==> config.mk <==
export PLATFORM = sky130hd
export DESIGN_NAME = dmem_arbiter_flat
export DESIGN_NICKNAME = d
export VERILOG_FILES = /design/src/rtl/dmem_arbiter_pkg.sv /design/src/rtl/dmem_arbiter_if.sv /design/src/rtl/dmem_arbiter_rr_arb2.sv /design/src/rtl/dmem_arbiter.sv /design/src/flat_wrapper.sv
export SDC_FILE = /design/constraint.sdc
export NUM_CORES = 1
export LEC_CHECK = 0
export CELL_PAD_IN_SITES_DETAIL_PLACEMENT = 1
export CELL_PAD_IN_SITES_GLOBAL_PLACEMENT = 1
export CORE_MARGIN = 5
export CORE_UTILIZATION = 31
export CTS_CLUSTER_DIAMETER = 60
export DETAILED_ROUTE_END_ITERATION = 10
export PLACE_DENSITY = 0.94
export SYNTH_ARGS = -nofsm -noshare
export SYNTH_HDL_FRONTEND = slang
export SYNTH_SLANG_ARGS = --single-unit
export TNS_END_PERCENT = 100
==> constraint.sdc <==
create_clock -name clk -period 1.8 [get_ports clk]
set_input_delay 0.27 -clock clk [delete_from_list [all_inputs] [get_ports clk]]
set_output_delay 0.27 -clock clk [all_outputs]
set_load 0.02 [all_outputs]
==> src/rtl/dmem_arbiter_pkg.sv <==
// Shared types and constants for the data-memory arbiter.
// Holds FSM state encoding, port ids, write-enable lane codes, latch bundle.
package dmem_arbiter_pkg;

    localparam int AW = 8;
    localparam int DW = 32;

    typedef enum logic [1:0] {
        S_IDLE = 2'd0,
        S_ACC  = 2'd1,
        S_RESP = 2'd2
    } state_e;

    typedef enum logic {
        PORT_CPU = 1'b0,
        PORT_EXT = 1'b1
    } port_e;

    // Active-low per-lane write enables.
    localparam logic [3:0] WREN_NONE = 4'b1111;
    localparam logic [3:0] WREN_WORD = 4'b0000;
    localparam logic [3:0] WREN_HALF = 4'b1100;
    localparam logic [3:0] WREN_BYTE = 4'b1110;

    typedef struct packed {
        logic [AW-1:0] addr;
        logic [DW-1:0] wdata;
        logic [3:0]    wren;
    } acc_t;

endpackage

==> src/rtl/dmem_arbiter_if.sv <==
// Requester port bundle: req/addr/wdata/wren in, ack/rdata back.
// master = requester side, slave = arbiter side.
interface dmem_arbiter_if;
    import dmem_arbiter_pkg::*;

    logic          req;
    logic [AW-1:0] addr;
    logic [DW-1:0] wdata;
    logic [3:0]    wren;
    logic          ack;
    logic [DW-1:0] rdata;

    modport master (
        output req, addr, wdata, wren,
        input  ack, rdata
    );

    modport slave (
        input  req, addr, wdata, wren,
        output ack, rdata
    );

endinterface

==> src/rtl/dmem_arbiter_rr_arb2.sv <==
// Two-requester round-robin grant; bit 0 = CPU, bit 1 = EXT.
// Ports: clk_i, rstd_i, req_i[1:0], en_i (commit grant), valid_o, gnt_o.
module rr_arb2
    import dmem_arbiter_pkg::*;
(
    input  logic       clk_i,
    input  logic       rstd_i,
    input  logic [1:0] req_i,
    input  logic       en_i,
    output logic       valid_o,
    output port_e      gnt_o
);

    port_e last_q;

    always_comb begin
        valid_o = |req_i;
        gnt_o   = PORT_CPU;
        if (req_i[0] && req_i[1]) begin
            // On a tie the port not served last wins.
            if (last_q == PORT_CPU) begin
                gnt_o = PORT_EXT;
            end
        end else if (req_i[1]) begin
            gnt_o = PORT_EXT;
        end
    end

    // Reset to EXT so the CPU wins the first tie.
    always_ff @(posedge clk_i) begin
        if (!rstd_i) begin
            last_q <= PORT_EXT;
        end else if (en_i && valid_o) begin
            last_q <= gnt_o;
        end
    end

endmodule

==> src/rtl/dmem_arbiter.sv <==
// Arbitrates CPU and EXT requesters onto one byte-lane data memory.
// Ports: clk, rstd, cpu/ext (slave bundles), mem_* bus, busy.
module dmem_arbiter
    import dmem_arbiter_pkg::*;
(
    input  logic          clk,
    input  logic          rstd,
    dmem_arbiter_if.slave cpu,
    dmem_arbiter_if.slave ext,
    output logic [AW-1:0] mem_addr,
    output logic [DW-1:0] mem_wdata,
    output logic [3:0]    mem_wren,
    input  logic [DW-1:0] mem_rdata,
    output logic          busy
);

    state_e        state_q;
    port_e         gnt_q;
    acc_t          acc_q;
    acc_t          acc_d;
    logic          cpu_ack_q;
    logic          ext_ack_q;
    logic [DW-1:0] cpu_rdata_q;
    logic [DW-1:0] ext_rdata_q;
    logic          busy_q;

    logic          arb_valid;
    port_e         arb_gnt;
    logic          arb_en;

    assign arb_en = (state_q == S_IDLE);

    rr_arb2 u_arb (
        .clk_i   (clk),
        .rstd_i  (rstd),
        .req_i   ({ext.req, cpu.req}),
        .en_i    (arb_en),
        .valid_o (arb_valid),
        .gnt_o   (arb_gnt)
    );

    always_comb begin
        acc_d.addr  = cpu.addr;
        acc_d.wdata = cpu.wdata;
        acc_d.wren  = cpu.wren;
        if (arb_gnt == PORT_EXT) begin
            acc_d.addr  = ext.addr;
            acc_d.wdata = ext.wdata;
            acc_d.wren  = ext.wren;
        end
    end

    always_ff @(posedge clk) begin
        if (!rstd) begin
            state_q     <= S_IDLE;
            gnt_q       <= PORT_CPU;
            acc_q.addr  <= '0;
            acc_q.wdata <= '0;
            acc_q.wren  <= WREN_NONE;
            cpu_ack_q   <= 1'b0;
            ext_ack_q   <= 1'b0;
            cpu_rdata_q <= '0;
            ext_rdata_q <= '0;
            busy_q      <= 1'b0;
        end else begin
            cpu_ack_q <= 1'b0;
            ext_ack_q <= 1'b0;
            unique case (state_q)
                S_IDLE: begin
                    if (arb_valid) begin
                        state_q <= S_ACC;
                        busy_q  <= 1'b1;
                        gnt_q   <= arb_gnt;
                        acc_q   <= acc_d;
                    end
                end
                S_ACC: begin
                    // Capture read data and raise ack for RESP.
                    state_q <= S_RESP;
                    if (gnt_q == PORT_EXT) begin
                        ext_rdata_q <= mem_rdata;
                        ext_ack_q   <= 1'b1;
                    end else begin
                        cpu_rdata_q <= mem_rdata;
                        cpu_ack_q   <= 1'b1;
                    end
                end
                S_RESP: begin
                    state_q <= S_IDLE;
                    busy_q  <= 1'b0;
                end
                default: begin
                    state_q <= S_IDLE;
                    busy_q  <= 1'b0;
                end
            endcase
        end
    end

    // Reset gates the write enable so an aborted ACC writes nothing.
    assign mem_wren = (rstd && state_q == S_ACC)
                    ? acc_q.wren : WREN_NONE;
    assign mem_addr  = acc_q.addr;
    assign mem_wdata = acc_q.wdata;
    assign busy      = busy_q;

    assign cpu.ack   = cpu_ack_q;
    assign cpu.rdata = cpu_rdata_q;
    assign ext.ack   = ext_ack_q;
    assign ext.rdata = ext_rdata_q;

endmodule

==> src/flat_wrapper.sv <==
// flat-port wrapper written by rule: the top's interface ports become plain ports
module dmem_arbiter_flat import dmem_arbiter_pkg::*;
  (clk, rstd, mem_addr, mem_wdata, mem_wren, mem_rdata, busy, cpu_req, cpu_addr, cpu_wdata, cpu_wren, cpu_ack, cpu_rdata, ext_req, ext_addr, ext_wdata, ext_wren, ext_ack, ext_rdata);
  dmem_arbiter_if cpu_i ();
  dmem_arbiter_if ext_i ();
  input  logic clk;
  input  logic rstd;
  output logic [AW-1:0] mem_addr;
  output logic [DW-1:0] mem_wdata;
  output logic [3:0] mem_wren;
  input  logic [DW-1:0] mem_rdata;
  output logic busy;
  input wire logic [$bits(cpu_i.req)-1:0] cpu_req;
  input wire logic [$bits(cpu_i.addr)-1:0] cpu_addr;
  input wire logic [$bits(cpu_i.wdata)-1:0] cpu_wdata;
  input wire logic [$bits(cpu_i.wren)-1:0] cpu_wren;
  output wire logic [$bits(cpu_i.ack)-1:0] cpu_ack;
  output wire logic [$bits(cpu_i.rdata)-1:0] cpu_rdata;
  input wire logic [$bits(ext_i.req)-1:0] ext_req;
  input wire logic [$bits(ext_i.addr)-1:0] ext_addr;
  input wire logic [$bits(ext_i.wdata)-1:0] ext_wdata;
  input wire logic [$bits(ext_i.wren)-1:0] ext_wren;
  output wire logic [$bits(ext_i.ack)-1:0] ext_ack;
  output wire logic [$bits(ext_i.rdata)-1:0] ext_rdata;
  assign cpu_i.req = cpu_req;
  assign cpu_i.addr = cpu_addr;
  assign cpu_i.wdata = cpu_wdata;
  assign cpu_i.wren = cpu_wren;
  assign cpu_ack = cpu_i.ack;
  assign cpu_rdata = cpu_i.rdata;
  assign ext_i.req = ext_req;
  assign ext_i.addr = ext_addr;
  assign ext_i.wdata = ext_wdata;
  assign ext_i.wren = ext_wren;
  assign ext_ack = ext_i.ack;
  assign ext_rdata = ext_i.rdata;
  dmem_arbiter u_core (.clk(clk), .rstd(rstd), .cpu(cpu_i), .ext(ext_i), .mem_addr(mem_addr), .mem_wdata(mem_wdata), .mem_wren(mem_wren), .mem_rdata(mem_rdata), .busy(busy));
endmodule
* Word-level counts from Yosys, hierarchy flattened *
Index checks and enable logic that the tools add are counted.

storage, ports and cells
  input bits = 124
  word-level logic and storage cells = 36
  flip-flop bits (word level) = 115
  output and inout port bits = 111

cells by class
  reduce and logical (&&, ||, !) cells = 10
  multiplexer cells = 11
  bitwise logic cells = 2
  equal/unequal tests = 2

operators by type and width
  operator                                                count
  2-to-1 mux 44 bit                                       1
  AND reduction 2 bit                                     5
  2-to-1 mux 1 bit                                        6
  2-to-1 mux 4 bit                                        1
  case mux 2 bit (2 select lines)                         1
  logical AND 1 bit                                       3
  == test 2 x 1 -> 1 bit (second input constant)          1
  zero test 2 bit                                         1
  2-to-1 mux 2 bit                                        1
  inequality test 2 x 1 -> 1 bit (second input constant)  1
  NOT 1 bit                                               2
  case mux 1 bit (2 select lines)                         1
  OR reduction 2 bit                                      1

* Depth between registers and ports, before layout *
  word-level depth = 3
  gate-level depth with buffers = 6
  mapped depth without buffers = 4

* Modules after synthesis *
From an unflattened synthesis, not the netlist that was laid out.

second synthesis, totals
  cells, all modules = 513
  area total of the unflattened synthesis = 4952.2 sq um

modules (own cells, without submodules)
  module        sequential area each (sq um)  area an instance (sq um)  cells each  instances
  dmem_arbiter  2282.2                        4898.4                    507         1
  rr_arb2       20.0                          53.8                      6           1

* Worst setup path after synthesis *
Ideal clock, no wire load.

  kind = reg2out
  start = register u_core.state_q[0]
  end = output mem_wren[0]
  buffers on the path = 0
  cell stages (with the launch flop) = 4
  data arrival time = 0.960 ns
  slack = 0.570 ns
  data required time = 1.530 ns
  path through = dfxtp_1 > nor2b_4 > nand2_1 > or2_2

on the way
  longest elaborated chain between the ends = 3

RTL lines
  what                    RTL line             text
  start, declared         dmem_arbiter.sv:17   state_e state_q;
  start signal, assigned  dmem_arbiter.sv:55   state_q <= S_IDLE;
  start signal, assigned  dmem_arbiter.sv:71   state_q <= S_ACC;
  start signal, assigned  dmem_arbiter.sv:79   state_q <= S_RESP;
  == test 2 x 1 -> 1 bit  dmem_arbiter.sv:101  assign mem_wren = (rstd && state_q == S_ACC)
  logical AND 1 bit       dmem_arbiter.sv:101
  2-to-1 mux 4 bit        dmem_arbiter.sv:102  ? acc_q.wren : WREN_NONE;
  end, declared           flat_wrapper.sv:10   output logic [3:0] mem_wren;

No other way between the ends.

* Worst setup path after layout *
  start = register u_core.state_q[0]
  end = output mem_wren[1]

The elaborated chain is that of the path after synthesis.

==> impl_metrics.yaml <==
global_routing:
  grt_overflow: 0
  grt_max_degree: 115
  grt_pass1_wl_um: 26400
  grt_pass1_vias: 5186
  grt_use_total_pct: 18.4
  antenna_found_initial: 0
routing:
  first_pass_iters: 4
  wirelength_um: 16900
  drt_iter0_drc: 171
  antenna_left: 0
  vias: 4758
  via_per_inst: 4.73
  drc: 0
  wire_per_inst_um: 16.8
synthesis:
  ys_ff_latch: 115
  synth_area_mm2: 0.00487
  synthTopCellsByCount: "nand2_1, dfxtp_1, a21boi_1"
  synth_nets: 721
  syn_area_per_cell_um2: 8.16
  synth_edf_count: 0
  synthArstFlopShare_pct: 0
  yosysTopAreaCell: "dfxtp_1"
  yosysSeqAreaShare_pct: 47.3
  synth_cell_type_count: 27
  ys.flop_type: "dfxtp_1"
  yosysMostFrequentCell: "nand2_1"
  synth_cells: 597
  synthTopCellsByArea: "dfxtp_1, nand2_1, a21boi_1, buf_4, a31oi_1"
  yosys_warnings: 0
  synth_top_area_share_pct: 47.3
floorplanning:
  die_h_um: 135
  ios: 235
  dieArea_mm2: 0.0183
  start_util_pct: 31.8
  fp.dieW_um: 135
  placementRows: 45
  core_mm2: 0.0153
placement:
  gp_congestion: 0.785
  hpwl_um: 11900
  portBuffers: 234
  place_inst: 973
timing:
  slew_viol_final: 0
  period_share_pct: 95.1
  setup_tns_ns: 0
  worst_slew_pin_slew_ns: 0.434
  fmax_mhz: 584
  rsz0062_at_grt: "no"
  hold_violations: 0
  max_slew_margin_pct: 71.1
  clock_skew_ns: 0.00654
  min_period_ns: 1.71
  setup_violations: 0
worst_setup_path:
  cp_slowest_cell: "dfxtp_2"
  r2r_start: "u_core.state_q[1]"
  crit_arrival_ns: 1.44
  path_delay_family: "simple AND/OR/NAND/NOR gates"
  crit_path_max_fanout: 5
  critPathMaxStageDelay_ns: 0.33
  rr_worst_depth: 6
  endpoint_kind: "output pin"
  ff2ff_setup_slack_ns: 0.33
  worstSetupPathType: "reg -> out"
  reg2reg_to: "u_core.mem_wdata[29]"
  cp_num_buf_inv: 1
  path_cells: "nor2b_4, nand2_4, or2_2, buf_2"
  cp-start-kind: "flip-flop"
  required_ns: 1.53
worst_hold_path:
  hold_end: "u_core.state_q[1]"
  holdCritStartpoint: "rstd"
  min_path_type: "in -> reg"
  hold-path-cell-count: 3
clocking:
  root_buffer: "clkbuf_16"
  ctsHoldBuffers: 0
  clk_pin_slew_ns: 0.05
  clock-sinks: 115
  cts.htree.levels: 4
  numCtsBuffers: 17
  clock_latency_ns: 0.41
  cts_tree: "yes"
  cts_buffer_depth: 2
layout:
  final_cells: 1006
  syn_to_final_growth_pct: 60.1
  final_nets: 906
  drive_above_1_share_pct: 7.92
  num_antenna_cells: 0
status:
  outcome: "finished, final reports clean"
pwr:
  total_power_uw: 8110
  power.density_mw_per_mm2: 1040
  vdd_drop_max_uv: 618
  p_leak_uw: 0.00292
flow_run:
  maxCapViolCount: 0
-- how the worst max path moves through the flow --
stage	startpoint	to	slack [ns]	depth (start not counted)
floorplan	u_core.state_q[0]	mem_wren[0]	0.57	3
CTS	u_core.state_q[0]	mem_wren[2]	0.006	4
global route	u_core.state_q[0]	mem_wren[2]	0.02	4
detailed placement	u_core.state_q[0]	mem_wren[3]	0.01	4
global placement	u_core.state_q[0]	mem_wren[3]	0.08	4
finish	u_core.state_q[0]	mem_wren[1]	0.09	4
-- worst register-to-register path, cell delays in order, from the launching register on --
cell and delay [ns]:
dfxtp_1 0.33, buf_4 0.15, nor2_4 0.15, o21a_4 0.27
buf_12 0.21, o21ai_0 0.10, a31oi_1 0.18
-- stage by stage --
step	hold slack [ns]	instance area [um^2]	utilization, %	setup WS, ns
6_report	0.177	7800	50.9	0.0876
5_1_grt	0.174	7800	50.9	0.0226
4_1_cts	0.186	7780	50.8	0.00637
3_5_place_dp	0.444	7140	46.6	0.0101
3_3_place_gp	0.439	7140	46.6	0.0805
2_1_floorplan	0.405	4870	-	0.570
-- cell families after synthesis --
logic type	share of synthesized area, %
flops	47.3
buf+inv	11.9
compound gates	21.1
simple gates	19.8
-- layout by cell type, fill, tap and decap left out, drive strengths merged, types with 2 or more instances in the layout --
cell type / n
clkdlybuf4s50: 229
nand2: 219
dfxtp: 115
a21boi: 66
o21ai: 45
a31oi: 40
buf: 21
clkbuf: 18
bufinv: 6
clkinv: 6
and3: 5
nor2: 5
or2: 4
and2: 3
nand2b: 2
nor2b: 2
inv: 2
-- layer usage --
metal	vias to the layer above	wire length, um	GRT usage [%]	share of wire (%)
li1	2309	-	-	-
met1	2252	6630	19.0	39
met2	171	8560	34.0	51
met3	26	1390	6.72	8.2
met4	0	300	6.83	1.8
met5	-	0	0	0
-- flip-flops by register name, indices dropped and copies added (netlist names) --
signal and flops:
u_core.ext.rdata 32, u_core.busy 1, u_core.gnt_q 1, u_core.mem_addr 8
u_core.mem_wdata 32, u_core.cpu.rdata 32, u_core.u_arb.last_q 1, u_core.acc_q 4
u_core.ext.ack 1, u_core.cpu.ack 1, u_core.state_q 2
-- layout make-up --
class,instances,area (um^2)
clock buffer,18,429
clock inverter,14,234
fill,1811,7510
inverter,1,3.75
multi-input combinational,397,2000
sequential,115,2300
tap,211,264
timing repair buffer,250,2560
-- power by group --
group / total, uW / switching, uW / leakage (uW) / internal (uW)
clock: 3810 / 1220 / 0.000324 / 2590
combinational: 1470 / 713 / 0.00165 / 752
sequential: 2830 / 100 / 0.000943 / 2730
-- repair_timing --
item / 4_1_cts / 5_1_grt
buffers inserted: 0 / 1
resized for setup: 18 / 3
endpoints found under the setup margin: 4 / 3
(Power assumes the default switching activity.)
